==> src/rtl/mem_store_buffer.sv <==
// mem_store_buffer: 256-byte data memory fronted by an in-order store buffer.
// Stores are posted into a circular buffer and retired one per cycle into the
// backing array; loads are combinational and forward from the youngest
// matching buffered store, falling back to the array.
module mem_store_buffer #(
  parameter int DEPTH = 4
) (
  input  logic                     clk,
  input  logic                     rst,
  input  logic                     mem_w_en,
  input  logic [7:0]               mem_w_addr,
  input  logic [7:0]               mem_w_data,
  input  logic                     mem_r_en,
  input  logic [7:0]               mem_r_addr,
  output logic [7:0]               mem_r_data,
  output logic [$clog2(DEPTH):0]   buf_count,
  output logic                     buf_full,
  output logic                     buf_empty
);

  localparam int PW = $clog2(DEPTH);
  localparam int CW = PW + 1;
  localparam logic [CW-1:0] FULL_CNT = CW'(DEPTH);

  logic [7:0]    buf_addr [DEPTH];
  logic [7:0]    buf_data [DEPTH];
  logic [PW-1:0] head;
  logic [PW-1:0] tail;
  logic [CW-1:0] count;
  logic [7:0]    mem [256];
  logic          drain;

  // Retire the oldest entry when idle, or when full so an incoming store has room.
  always_comb begin
    drain = (count != '0) && (!mem_w_en || (count == FULL_CNT));
  end

  // Buffer bookkeeping and array retirement; reset discards the buffer and clears the array.
  always_ff @(posedge clk) begin
    if (rst) begin
      head  <= '0;
      tail  <= '0;
      count <= '0;
      for (int unsigned i = 0; i < 256; i++) begin
        mem[8'(i)] <= '0;
      end
    end else begin
      if (mem_w_en) begin
        buf_addr[tail] <= mem_w_addr;
        buf_data[tail] <= mem_w_data;
        tail           <= tail + PW'(1);
      end
      // When full, tail == head: the head entry is read here before the
      // enqueue above overwrites it, so the store-while-full case is safe.
      if (drain) begin
        mem[buf_addr[head]] <= buf_data[head];
        head                <= head + PW'(1);
      end
      case ({mem_w_en, drain})
        2'b10:   count <= count + CW'(1);
        2'b01:   count <= count - CW'(1);
        default: count <= count;
      endcase
    end
  end

  // Load path: array value, overridden by each matching valid entry from oldest
  // to youngest so the youngest match wins, including across pointer wrap.
  always_comb begin
    mem_r_data = '0;
    if (mem_r_en) begin
      mem_r_data = mem[mem_r_addr];
      for (int unsigned i = 0; i < DEPTH; i++) begin
        if ((CW'(i) < count) && (buf_addr[head + PW'(i)] == mem_r_addr)) begin
          mem_r_data = buf_data[head + PW'(i)];
        end
      end
    end
  end

  // Occupancy status.
  always_comb begin
    buf_count = count;
    buf_full  = (count == FULL_CNT);
    buf_empty = (count == '0);
  end

endmodule

==> config.mk <==
export PLATFORM = sky130hd
export DESIGN_NAME = mem_store_buffer
export DESIGN_NICKNAME = d
export VERILOG_FILES = /design/src/rtl/mem_store_buffer.sv
export SDC_FILE = /design/constraint.sdc
export NUM_CORES = 2
export LEC_CHECK = 0
export BUFFER_PORTS_ARGS = -buffer_cell sky130_fd_sc_hd__buf_2
export CORE_MARGIN = 2
export CORE_UTILIZATION = 45
export DETAILED_ROUTE_END_ITERATION = 10
export HOLD_SLACK_MARGIN = 0.03
export PLACE_DENSITY = 0.63
export SKIP_CTS_REPAIR_TIMING = 1
export SLEW_MARGIN = 20
export SYNTH_ARGS = -nofsm -noshare
export SYNTH_HDL_FRONTEND = slang
export SYNTH_SLANG_ARGS = --single-unit
==> constraint.sdc <==
create_clock -name clk -period 5.75 [get_ports clk]
set_input_delay 1.15 -clock clk [delete_from_list [all_inputs] [get_ports clk]]
set_output_delay 1.15 -clock clk [all_outputs]
set_load 0.01 [all_outputs]
==> PnR_summary.wiki <==
{| class="wikitable"
! Metric !! Value
|-
| Endpoints failing setup || 1
|-
| Register bit total from synthesis || 2121
|-
| Clock tree from TritonCTS || built
|-
| Run status || finished with violations
|-
| Wire length of the first global-routing pass || 412.9 mm
|-
| Required time of the critical path || 4.60 ns
|-
| Starting density of the core || 45.32%
|-
| Number of DRC violations after detailed routing || 0
|-
| Count of flip-flops with a built-in enable after synthesis || 2112
|-
| Layout cell share with drive strength beyond 1 || 18.53%
|-
| Slew @ Worst Pin || 1.088 ns
|-
| Latest clock arrival within the worst-skew pair || 0.87 ns
|-
| Time the worst path needs with I/O delays and setup || 5.754 ns
|-
| IO Pins || 41
|-
| Post-DR wirelength/cell || 28.92 um
|-
| Type of the worst setup path || input port to output port
|-
| GRT Residual Overflow || 0
|-
| Netlist cell types || 75
|-
| Final antenna-violating net count || 0
|-
| Minimum setup slack in the final design || -0.004336 ns
|-
| Most area-consuming cells after synthesis || sky130_fd_sc_hd__edfxtp_1 (67%), sky130_fd_sc_hd__mux4_2 (12%), sky130_fd_sc_hd__nor2_1 (8.4%)
|-
| Maximum number of pins on one net before global-route repair || 154
|-
| Most used standard cell by instance count after synthesis || sky130_fd_sc_hd__nor2_1
|-
| Delay-heaviest family, CP || multiplexers
|-
| Combined area of all synthesized cells || 0.09517 mm2
|-
| Overall die width || 463.9 um
|-
| Setup Slack @ Placement || -0.3063 ns
|-
| CTS HTree Levels || 4
|-
| Endpoints failing hold || 0
|-
| Clock Skews || 0.05379 ns
|-
| Worst setup EP type || output port
|-
| Sum of net half-perimeters after detailed placement || 185.2 mm
|-
| Vias in the first global route || 58.69k
|-
| Area growth from synthesis to layout || 12.00%
|-
| Crit path largest cell delay || 0.69 ns
|-
| Arr. time, crit path || 4.60 ns
|-
| Fin Hold WS || 0.4897 ns
|-
| Initial detailed-routing violation count || 8882
|-
| Area enclosed by the die boundary || 0.2152 mm2
|-
| Sinks on the clock net || 2121
|-
| Cells along the critical path || buf_8, buf_12, buf_12, mux4_2, mux2i_1, o211ai_1, nor4_1, or4_1, o211ai_1, buf_2
|-
| Nets@finish || 6913
|-
| Async set-reset flop share out of synthesis || 0%
|-
| Power per unit of standard cell area || 349.0 mW/mm2
|-
| Tot GR Track Use || 26.25%
|-
| Mean post-synth cell area || 14.06 um2
|-
| Standard-cell rows || 168
|-
| Worst-path clk slew || 0.06 ns
|-
| I/O Buffers || 40
|-
| Slew HR || 26.55%
|-
| Routed wire length || 284.9 mm
|-
| Synth warn || 0
|-
| Sequential-to-total area share from yosys stat || 66.83%
|-
| CP Launch Type || input port
|-
| Synthesized instance count || 6770
|-
| Most used flip-flop cell after synthesis || sky130_fd_sc_hd__edfxtp_1
|-
| Synth Net Count || 6807
|-
| Yosys top cell by area || sky130_fd_sc_hd__edfxtp_1
|-
| Largest driver fanout on the critical path || 45
|-
| Max-slew violations || 0
|-
| Final period utilization || 100.1%
|-
| Number of CTS-inserted buffers || 211
|-
| Leakage power || 0.03886 uW
|-
| Max cap viols || 0
|-
| Crit path buffers/inverters || 4
|-
| Synth cell count leaders || sky130_fd_sc_hd__nor2_1 (2121), sky130_fd_sc_hd__edfxtp_1 (2112), sky130_fd_sc_hd__mux4_2 (495)
|-
| Hold/Removal Path Class || input port to flip-flop
|-
| Violations in the final reports || setup timing
|-
| Overall die height || 463.9 um
|-
| Pre-Repair DR Iteration Count || 6
|-
| Vias per Instance || 6.102
|-
| Top cell type's share of synthesized area || 66.64%
|-
| Buffers from clock root to sink, at most || 3
|-
| Placer's final routability congestion estimate || 0.9425
|-
| Clock root buffer || sky130_fd_sc_hd__clkbuf_16
|-
| Number of vias after detailed routing || 60.11k
|-
| Initial antenna violation count || 11
|-
| CORE AREA || 0.2100 mm2
|-
| Peak supply drop || 0.4999 mV
|-
| Cell with the biggest individual delay on the critical path || sky130_fd_sc_hd__mux2i_1
|-
| Highest Clock Rate || 173.8 MHz
|}
==> worst reg2reg max path, stage by stage, from the launching register on <==
cell and delay [ns]:
sky130_fd_sc_hd__dfxtp_4 0.48, sky130_fd_sc_hd__mux4_2 0.70, sky130_fd_sc_hd__nor4_1 0.88, sky130_fd_sc_hd__nor2b_4 0.82, sky130_fd_sc_hd__buf_4 0.42, sky130_fd_sc_hd__nand2_1 0.30, sky130_fd_sc_hd__nand2b_1 0.43
==> cells in the final DEF (no fill, tap or decap), types with 43 or more instances in the layout <==
master                      synthesis  final
sky130_fd_sc_hd__a21oi_1           60     58
sky130_fd_sc_hd__buf_12             1     49
sky130_fd_sc_hd__buf_4             60    331
sky130_fd_sc_hd__clkbuf_16          0    213
sky130_fd_sc_hd__clkinv_1           1     60
sky130_fd_sc_hd__edfxtp_1        2112   2112
sky130_fd_sc_hd__mux2i_1          177    177
sky130_fd_sc_hd__mux4_2           495    495
sky130_fd_sc_hd__nand2_1          356    356
sky130_fd_sc_hd__nand2b_1         277    275
sky130_fd_sc_hd__nand3_1           54     52
sky130_fd_sc_hd__nor2_1          2121   2110
sky130_fd_sc_hd__o221ai_1          43     43
sky130_fd_sc_hd__o22ai_1           78     78
==> stage by stage <==
stage | instances | utilization [%] | cell area (um2) | power (uW) | TNS, ns
floorplan | 6770 | - | 95170 | 21600 | 0
global placement | 9467 | 47.62 | 99990 | 24060 | -0.6097
detailed placement | 9467 | 47.62 | 99990 | 24130 | -0.5020
CTS | 9847 | 50.70 | 106500 | 37180 | -0.9041
global route | 9849 | 50.76 | 106600 | 38110 | -0.02756
finish | 9851 | 50.76 | 106600 | 37200 | -0.004336
==> cells by family after synthesis <==
group	count (synthesis)	synth area share (%)
multiplexers	721	14.28
adder cells (fa/ha/maj)	9	0.1183
AO/OA/AOI/OAI	382	2.756
flip-flops	2121	66.83
AND/OR/NAND/NOR	2955	12.84
XOR/XNOR	40	0.3681
buffers and inverters	542	2.804
==> report_power, final <==
part | switching, uW | internal (uW)
sequential | 257 | 17600
combinational | 4630 | 1470
clock | 5950 | 7330
total | 10800 | 26400
==> per-layer routing <==
metal	track usage [%]	share of wire, %
met4	9.718	4.0
met3	6.257	11
met2	40.52	46
met5	0	0.021
met1	36.32	39
==> sequential cells by signal, summed over array words and instances (netlist names), named ones only <==
register,count
mem,2048
buf_addr,32
buf_data,32
buf_count,3
head,2
tail,2
==> final timing paths <==
kind | start | end | slack (ns) | cells after the start
min reg2reg | tail[1]$_SDFFE_PP0P_ | tail[1]$_SDFFE_PP0P_ | 0.55 | 2
max reg2reg | flip-flop | mem[186][0]$_SDFFCE_PN0P_ | 1.31 | 6
min | mem_w_addr[4] | buf_addr[1][4]$_DFFE_PP_ | 0.49 | 1
max | mem_r_addr[1] | mem_r_data[4] | -0.004 | 10
==> area by class of cell <==
class / instances / area (um2)
Inverter: 16 / 62.56
Clock inverter: 126 / 989.7
Multi-Input combinational cell: 4107 / 29220
Fill cell: 17520 / 103400
Sequential cell: 2121 / 63610
Clock buffer: 254 / 5484
Timing Repair Buffer: 419 / 3706
Antenna cell: 3 / 7.507
Tap cell: 2805 / 3510
Note: power is estimated with default switching activity, not from simulation.
